### src/rtl/ov5640_cfg_seq.sv
// ov5640_cfg_seq
// Power-up and register-initialisation sequencer for the OV5640 sensor.
// It sequences the PWDN/RESET pins through the power-up timing, then walks
// an external configuration ROM of {addr16, data8} entries and issues each
// entry as an SCCB write through a request/done handshake. Entries whose
// address is 16'hFFFF are delays of data[7:0] ms instead of writes.
//
// Build option: define OV5640_CFG_READBACK_EN to read every written register
// back. A read NACK or a data mismatch then counts as a failed attempt, and
// the write/read pair is retried from the same retry budget.
//
// Ports:
//   clk, rst            system clock, synchronous active-high reset
//   start               one-cycle pulse, (re)starts from IDLE/DONE/FAIL
//   cfg_idx / cfg_data  ROM address out / ROM word in (valid 1 cycle later)
//   sccb_req/rd/addr/wdata  request to the shared SCCB master
//   sccb_ack/done/err/rdata responses from the SCCB master
//   cam_pwdn, cam_rst_n camera power-down and reset pins
//   busy, cfg_done, cfg_err, err_idx  sequence status
`timescale 1ns/1ps
module ov5640_cfg_seq #(
  parameter int CLK_FREQ_HZ = 50000000,
  parameter int CFG_NUM     = 252,
  parameter int PWDN_MS     = 5,
  parameter int RST_MS      = 1,
  parameter int BOOT_MS     = 20,
  parameter int RETRY_MAX   = 3,
  parameter int AUTO_START  = 1
) (
  input  logic        clk,
  input  logic        rst,
  input  logic        start,
  output logic [9:0]  cfg_idx,
  input  logic [23:0] cfg_data,
  output logic        sccb_req,
  output logic        sccb_rd,
  output logic [15:0] sccb_addr,
  output logic [7:0]  sccb_wdata,
  input  logic        sccb_ack,
  input  logic        sccb_done,
  input  logic        sccb_err,
  input  logic [7:0]  sccb_rdata,
  output logic        cam_pwdn,
  output logic        cam_rst_n,
  output logic        busy,
  output logic        cfg_done,
  output logic        cfg_err,
  output logic [9:0]  err_idx
);

  typedef enum logic [3:0] {
    S_IDLE, S_PWDN, S_RST, S_BOOT, S_FETCH, S_ISSUE,
    S_WAIT, S_DLY, S_NEXT, S_DONE, S_FAIL
  } state_t;

  localparam logic [31:0] TICK_LAST = 32'(CLK_FREQ_HZ / 1000 - 1);
  localparam logic [15:0] PWDN_T    = 16'(PWDN_MS);
  localparam logic [15:0] RST_T     = 16'(RST_MS);
  localparam logic [15:0] BOOT_T    = 16'(BOOT_MS);
  localparam logic [9:0]  CFG_LAST  = 10'(CFG_NUM - 1);
  localparam logic [7:0]  RETRY_LIM = 8'(RETRY_MAX);
  localparam logic        AUTO      = (AUTO_START != 0);

  state_t      state;
  logic [31:0] cyc_cnt;
  logic [15:0] ms_cnt;
  logic [7:0]  dly_ms;
  logic [7:0]  retries;
  logic        auto_pend;
  logic        xfer_bad;

`ifdef OV5640_CFG_READBACK_EN
  logic rd_phase;
  assign xfer_bad = sccb_err || (rd_phase && (sccb_rdata != sccb_wdata));
`else
  logic unused_rdata;
  assign xfer_bad     = sccb_err;
  assign unused_rdata = ^sccb_rdata;
`endif

  // True on the last cycle of an n-ms interval measured from state entry;
  // a zero-length interval still occupies the one cycle spent in the state.
  function automatic logic expired(input logic [15:0] n);
    return (n == 16'd0) || ((cyc_cnt == TICK_LAST) && (ms_cnt == n - 16'd1));
  endfunction

  // Every state entry restarts the ms timer so each delay is exact.
  task automatic enter(input state_t s);
    state   <= s;
    cyc_cnt <= '0;
    ms_cnt  <= '0;
  endtask

  // Outcome of a completed SCCB transaction (from WAIT, or from ISSUE when
  // ack and done coincide).
  task automatic xfer_end();
    if (xfer_bad) begin
`ifdef OV5640_CFG_READBACK_EN
      rd_phase <= 1'b0;
`endif
      sccb_rd <= 1'b0;
      if (retries < RETRY_LIM) begin
        retries  <= retries + 8'd1;
        sccb_req <= 1'b1;
        enter(S_ISSUE);
      end else begin
        cfg_err <= 1'b1;
        err_idx <= cfg_idx;
        busy    <= 1'b0;
        enter(S_FAIL);
      end
    end else begin
`ifdef OV5640_CFG_READBACK_EN
      if (!rd_phase) begin
        rd_phase <= 1'b1;
        sccb_rd  <= 1'b1;
        sccb_req <= 1'b1;
        enter(S_ISSUE);
      end else begin
        rd_phase <= 1'b0;
        sccb_rd  <= 1'b0;
        enter(S_NEXT);
      end
`else
      enter(S_NEXT);
`endif
    end
  endtask

  always_ff @(posedge clk) begin
    if (rst) begin
      state      <= S_IDLE;
      cyc_cnt    <= '0;
      ms_cnt     <= '0;
      dly_ms     <= '0;
      retries    <= '0;
      auto_pend  <= 1'b1;
      cam_pwdn   <= 1'b1;
      cam_rst_n  <= 1'b0;
      sccb_req   <= 1'b0;
      sccb_rd    <= 1'b0;
      sccb_addr  <= '0;
      sccb_wdata <= '0;
      cfg_idx    <= '0;
      busy       <= 1'b0;
      cfg_done   <= 1'b0;
      cfg_err    <= 1'b0;
      err_idx    <= '0;
`ifdef OV5640_CFG_READBACK_EN
      rd_phase   <= 1'b0;
`endif
    end else begin
      auto_pend <= 1'b0;
      if (cyc_cnt == TICK_LAST) begin
        cyc_cnt <= '0;
        ms_cnt  <= ms_cnt + 16'd1;
      end else begin
        cyc_cnt <= cyc_cnt + 32'd1;
      end

      case (state)
        // auto_pend is only set on the first cycle after reset, in IDLE.
        S_IDLE, S_DONE, S_FAIL: begin
          if (start || (AUTO && auto_pend)) begin
            busy      <= 1'b1;
            cfg_done  <= 1'b0;
            cfg_err   <= 1'b0;
            cfg_idx   <= '0;
            retries   <= '0;
            cam_pwdn  <= 1'b1;
            cam_rst_n <= 1'b0;
            enter(S_PWDN);
          end
        end
        S_PWDN: if (expired(PWDN_T)) begin
          cam_pwdn <= 1'b0;
          enter(S_RST);
        end
        S_RST: if (expired(RST_T)) begin
          cam_rst_n <= 1'b1;
          enter(S_BOOT);
        end
        S_BOOT: if (expired(BOOT_T)) enter(S_FETCH);
        // cfg_idx has been stable for one cycle here, so cfg_data is valid.
        S_FETCH: begin
          if (cfg_data[23:8] == 16'hFFFF) begin
            dly_ms <= cfg_data[7:0];
            enter(S_DLY);
          end else begin
            sccb_addr  <= cfg_data[23:8];
            sccb_wdata <= cfg_data[7:0];
            sccb_rd    <= 1'b0;
            sccb_req   <= 1'b1;
            enter(S_ISSUE);
          end
        end
        S_ISSUE: if (sccb_ack) begin
          sccb_req <= 1'b0;
          if (sccb_done) xfer_end();
          else           enter(S_WAIT);
        end
        S_WAIT: if (sccb_done) xfer_end();
        S_DLY:  if (expired({8'd0, dly_ms})) enter(S_NEXT);
        S_NEXT: begin
          retries <= '0;
          if (cfg_idx == CFG_LAST) begin
            cfg_done <= 1'b1;
            busy     <= 1'b0;
            enter(S_DONE);
          end else begin
            cfg_idx <= cfg_idx + 10'd1;
            enter(S_FETCH);
          end
        end
        default: enter(S_IDLE);
      endcase
    end
  end

endmodule

### config.mk
export PLATFORM = sky130hd
export DESIGN_NAME = ov5640_cfg_seq
export DESIGN_NICKNAME = d
export VERILOG_FILES = /design/src/rtl/ov5640_cfg_seq.sv
export SDC_FILE = /design/constraint.sdc
export NUM_CORES = 1
export LEC_CHECK = 0
export CAP_MARGIN = 25
export CORE_MARGIN = 3
export CORE_UTILIZATION = 57
export CTS_CLUSTER_DIAMETER = 80
export DETAILED_ROUTE_END_ITERATION = 16
export DONT_BUFFER_PORTS = 1
export MAX_ROUTING_LAYER = met4
export PLACE_DENSITY = 0.75
export SETUP_SLACK_MARGIN = 0.4
export SYNTH_ARGS = -nofsm -noshare
export SYNTH_HDL_FRONTEND = slang
export SYNTH_SLANG_ARGS = --single-unit
### constraint.sdc
create_clock -name clk -period 2.4 [get_ports clk]
set_input_delay 0.48 -clock clk [delete_from_list [all_inputs] [get_ports clk]]
set_output_delay 0.48 -clock clk [all_outputs]
set_load 0.01 [all_outputs]
==> metrics.cfg, run 1 <==
[routing]
drt_wl_total_mm=14.1
vias_per_cell=5.85
first_pass_iters=5
avgRoutedWirePerCell_um=16.5
drt-initial-drc-count=180
vias=4991
drtAntennaViolNets=0
drc_errors=0

[synthesis]
yosys.area_share.simple=0.273
synth_ff_type=dfxtp_1
seq_area_frac_synth=0.419
synth.most_common_cell=nor2_1
synthesis.nets=711
synth-xor-area-share=0.0954
post_synth_num_cell_types=61
yosysTopAreaCellShare=0.419
synthMuxAreaShare=0.0651
syn_inst=666
synth.area.top_cells=dfxtp_1, nor2_1, mux2i_1, xnor2_1, xor2_1
ys_warn_count=0
synth_seq_cells=119
synth_top_family_by_area=simple AND/OR/NAND/NOR gates
yosys-top-cells-count=nor2_1, dfxtp_1, nand2_1
synthAdderAreaFrac=0.0174
yosysTopAreaCell=dfxtp_1
syn_area_per_cell_um2=8.55
synth_edf_count=0
syn-cell-area_um2=5690
synth_compound_area_frac=0.0857
async_flop_share=0

[global_routing]
gr-total-overflow=0
grt_pass1_wl_mm=22.9
grt_max_degree=62
track_usage=0.253
antenna_found_initial=0
grt_pass1_vias=4962

[sta]
tns_ns=-0.000608
clock_skew_ns=0.00771
min_period_ns=2.40
max_slew_margin=0.624
period_share=1.00
rsz0062_at_grt=yes
hold_viol_final=0
timing.hold.ws_ns=0.0264
fmax_ghz=0.417
finalSetupViolCount=1
slew_violations=0
tightest_slew_ns=0.558
setup_slack_ns=-0.000608

[clocking]
clk_pin_slew_ns=0.06
cts_tree=built
h-tree-depth=4
numCtsBuffers=17
clk-insertion-delay-late_ns=0.52
clock-sinks=119
cts-root-buf=clkbuf_8
cts_buffer_depth=2

[run]
drv_cap=0

[floorplan]
start_util=0.602
dieArea_um2=11200
core-area_um2=9460
rows=35
ios=89
die_h_um=106
die_width_um=106

[final_layout]
drive_gt1_frac=0.218
area_growth_pct=25.6
layout.nets=756
postLayoutCellArea_um2=7150
n_antenna_cell=0

[pwr]
power_density_nw_per_um2=932
leakagePower_uw=0.00262
p_total_uw=6660
ir_drop_mv=0.742

[outcome]
status=finished, violations left
violations=negative setup slack

[critical_path]
cp-start-kind=flop
worstPathRequired_ns=2.78
cp.arrival_ns=2.78
crit_fanout=4
crit_path_end_kind=flop
critical_path_class=reg -> reg

[hold_path]
hold_path.class=in -> reg

[placed_design]
place_area_um2=6040
portBuffers=0
place.gp.congestion=0.936
dp_hpwl_mm=8.96
dp_worst_setup_slack_ns=0.0342

cells in the final DEF, fill, tap and decap left out, types with 16 or more instances in the layout:
| cell type | n |
|---|---|
| xor2_1 | 27 |
| nor3_1 | 18 |
| nor2_1 | 105 |
| nand2_1 | 58 |
| xnor2_1 | 35 |
| and3_1 | 16 |
| buf_4 | 43 |
| nor2_4 | 16 |
| a21oi_1 | 22 |
| nand3_1 | 32 |
| mux2i_1 | 37 |
| dfxtp_1 | 113 |
| clkbuf_16 | 17 |
sequential cells by signal (all words and copies together), names as in the netlist:
name	count
cfg_idx	10
err_idx	10
cyc_cnt	32
dly_ms	8
ms_cnt	16
sccb_wdata	8
cam_pwdn	1
cfg_err	1
cam_rst_n	1
busy	1
auto_pend	1
sccb_addr	16
sccb_req	1
cfg_done	1
state	4
retries	8
where the power goes:
| group | internal (uW) | leakage, uW | total (uW) | switching, uW |
|---|---|---|---|---|
| logic | 785 | 0.00137 | 1820 | 1030 |
| clock network | 1620 | 0.000293 | 2580 | 961 |
| registers | 2100 | 0.000963 | 2270 | 167 |
cell families after synthesis:
logic type	count (synthesis)
AND/OR/NAND/NOR	327
flip-flops	119
AO/OA/AOI/OAI	70
XOR/XNOR	62
buffers and inverters	42
multiplexers	37
adder cells (fa/ha/maj)	8
other	1
stage by stage:
step           cells   util
3_5_place_dp     806  0.638
6_report         853  0.756
5_1_grt          853  0.756
2_1_floorplan    666      -
4_1_cts          849  0.724
3_3_place_gp     806  0.638
critical path, cell delays in order (launching register included):
cell and delay [ns]:
dfxtp_1 0.35, nor4_1 0.39, nand4_1 0.25, buf_4 0.22, nor2_4 0.11, buf_4 0.15, a32o_2 0.20, nand2_2 0.09
buf_4 0.15, buf_4 0.13, nor2_4 0.12, a311oi_2 0.11
area by class of cell:
class,count,area (um2)
Clock buffer,18,428
Clock inverter,14,175
Fill cell,663,2310
Inverter,14,52.6
Multi-Input combinational cell,506,3450
Sequential cell,119,2390
Tap cell,129,161
Timing Repair Buffer,53,492
what timing repair did:
item / 4_1_cts / 5_1_grt
gates cloned: 1 / 1
setup endpoints to repair: 65 / 69
buffers inserted: 9 / 3
resized for setup: 31 / 56
endpoints found under the hold margin: 1 / 0
pin swaps: 19 / 21
hold buffers: 1 / 0
routing by layer:
metal / GRT usage / up-vias / share of wire
met3: 0.0656 / 31 / 0.064
met1: 0.293 / 2411 / 0.42
met2: 0.433 / 161 / 0.50
met5: - / - / 0
met4: 0.0805 / 0 / 0.017
li1: - / 2388 / -
final timing paths:
kind / startpoint / end / slack (ns) / cells past startpoint
setup / recovery: cyc_cnt[28]$_SDFF_PP0_ / state[1]$_SDFFE_PP0P_ / -0.0006 / 11
hold / removal: rst / cfg_idx[0]$_SDFFE_PP0P_ / 0.03 / 1
setup reg to reg: cyc_cnt[28]$_SDFF_PP0_ / state[1]$_SDFFE_PP0P_ / -0.0006 / 11
hold reg to reg: cyc_cnt[0]$_SDFF_PP0_ / cyc_cnt[0]$_SDFF_PP0_ / 0.47 / 1
No activity file was read; power rests on OpenSTA's default activity.
==> run 2, diff against run 1 <==
- HOLD_SLACK_MARGIN: not set -> 0.08
==> metrics.cfg, run 2 (synthesized netlist as in run 1, its figures left out) <==
[final_layout]
postLayoutCellArea_um2=7180  ; was 7150 um2
final_common_cell=dfxtp_1  ; unchanged
final_cell_mix=dfxtp_1, nor2_1, nand2_1, buf_4, mux2i_1  ; unchanged
layout.nets=755  ; was 756
final_core_util=0.759  ; was 0.756
largest_register_ffs=32  ; unchanged
reg_top3=cyc_cnt: 32 flops, ms_cnt: 16 flops, sccb_addr: 16 flops  ; unchanged
area_growth_pct=26.2  ; was 25.6%
drive_gt1_frac=0.225  ; was 0.218
largest_register=cyc_cnt  ; unchanged
n_antenna_cell=0  ; unchanged

[routing]
drc_errors=0  ; unchanged
vias=5023  ; was 4991
drtAntennaViolNets=0  ; unchanged
vias_per_cell=5.90  ; was 5.85
avgRoutedWirePerCell_um=16.7  ; was 16.5 um
first_pass_iters=7  ; was 5
drt_wl_total_mm=14.2  ; was 14.1 mm
drt-initial-drc-count=208  ; was 180

[placed_design]
place_area_um2=6040  ; unchanged
portBuffers=0  ; unchanged
place.gp.congestion=0.936  ; unchanged
dp_hpwl_mm=8.96  ; unchanged
dp_worst_setup_slack_ns=0.0342  ; unchanged

[sta]
timing.hold.ws_ns=0.109  ; was 0.0264 ns
clock_skew_ns=0.00845  ; was 0.00771 ns
min_period_ns=2.40  ; about the same
period_share=1.00  ; about the same
max_slew_margin=0.628  ; was 0.624
setup_slack_ns=-0.00263  ; was -0.000608 ns
hold_viol_final=0  ; unchanged
rsz0062_at_grt=yes  ; unchanged
slew_violations=0  ; unchanged
fmax_ghz=0.416  ; was 0.417 GHz
tightest_slew_ns=0.553  ; was 0.558 ns
finalSetupViolCount=2  ; was 1

[critical_path]
crit_path_end_kind=flop  ; unchanged
cp.arrival_ns=2.77  ; was 2.78 ns
crit_fanout=4  ; unchanged
reg2reg_slack_ns=-0.003  ; was -0.0006 ns
critical_path_class=reg -> reg  ; unchanged
cp-start-kind=flop  ; unchanged
slowest_delay_ns=0.39  ; about the same
crit_top_cell=buf_4  ; unchanged
crit_slowest_cell=nor4_1  ; unchanged
path_cells=nor4_1 -> nand4_1 -> buf_4 -> nor2_4 -> buf_4 -> a32o_2 -> nand2_2 -> buf_4 -> buf_4 -> nor2_4 -> a311oi_2  ; unchanged
worstPathRequired_ns=2.77  ; was 2.78 ns

[global_routing]
antenna_found_initial=0  ; unchanged
gr-total-overflow=0  ; unchanged
track_usage=0.254  ; was 0.253
grt_pass1_wl_mm=23.0  ; was 22.9 mm
grt_pass1_vias=4967  ; was 4962
grt_max_degree=58  ; was 62

[pwr]
leakagePower_uw=0.00264  ; was 0.00262 uW
p_total_uw=6720  ; was 6660 uW
power_density_nw_per_um2=936  ; was 932 nW/um2
ir_drop_mv=0.743  ; was 0.742 mV

[floorplan]
dieArea_um2=11200  ; unchanged
start_util=0.602  ; unchanged
die_h_um=106  ; unchanged
core-area_um2=9460  ; unchanged
ios=89  ; unchanged
rows=35  ; unchanged
die_width_um=106  ; unchanged

[clocking]
h-tree-depth=4  ; unchanged
clock-sinks=119  ; unchanged
clk_pin_slew_ns=0.06  ; about the same
cts_tree=built  ; unchanged
cts_buffer_depth=2  ; unchanged
cts-root-buf=clkbuf_8  ; unchanged
clk-insertion-delay-late_ns=0.52  ; about the same
numCtsBuffers=17  ; unchanged

[outcome]
violations=negative setup slack  ; unchanged
status=finished, violations left  ; unchanged

[run]
drv_cap=0  ; unchanged

[hold_path]
hold_path.class=in -> reg  ; unchanged

run 2: path summary, 6_finish.rpt:
path,start,endpoint,depth (start not counted)
setup / recovery,cyc_cnt[28]$_SDFF_PP0_,state[1]$_SDFFE_PP0P_,11
hold / removal,cfg_data[14],sccb_addr[6]$_SDFFE_PP0P_,2
setup reg to reg,cyc_cnt[28]$_SDFF_PP0_,state[1]$_SDFFE_PP0P_,11
hold reg to reg,cyc_cnt[0]$_SDFF_PP0_,cyc_cnt[0]$_SDFF_PP0_,1
run 2: metal layers:
metal,vias up,routed length [um],GRT usage
met5,-,0,-
met4,0,327,0.0805
met3,38,1030,0.0656
met2,193,7030,0.437
met1,2406,5830,0.293
li1,2386,-,-
run 2: cell type report:
| type | instances | area, um2 |
|---|---|---|
| multi-input combinational | 506 | 3470 |
| inverter | 14 | 52.6 |
| fill | 658 | 2280 |
| clock inverter | 14 | 175 |
| tap | 129 | 161 |
| timing repair buffer | 52 | 498 |
| clock buffer | 18 | 428 |
| sequential | 119 | 2400 |
run 2: through the flow:
step	setup TNS [ns]	cells
after floorplan	0	666
after global placement	0	806
after detailed placement	0	806
after CTS	0	849
after global routing	-3.22	852
final	-0.00471	852
run 2: power breakdown:
group	switching, uW	internal (uW)
combinational	1070	809
clock	955	1620
sequential	170	2100
run 2: what timing repair did:
action | in CTS | in global routing
gates cloned | 1 | 1
gates resized for setup | 31 | 63
buffers inserted | 9 | 2
endpoints found under the hold margin | 57 | 0
pin swaps | 19 | 25
hold buffers | 1 | 0
endpoints found under the setup margin | 65 | 68
run 2: critical path: cells and delay by family (launching register included):
| kind | cells | cell delay, ns |
|---|---|---|
| flip-flops | 1 | 0.35 |
| AO/OA/AOI/OAI | 2 | 0.31 |
| AND/OR/NAND/NOR | 5 | 0.95 |
| buffers and inverters | 4 | 0.64 |
==> run 3, diff against run 2 <==
- SKIP_LAST_GASP: not set -> 1
==> results of run 3 <==
Final layout, timing and power as in run 2 (identical DEF).
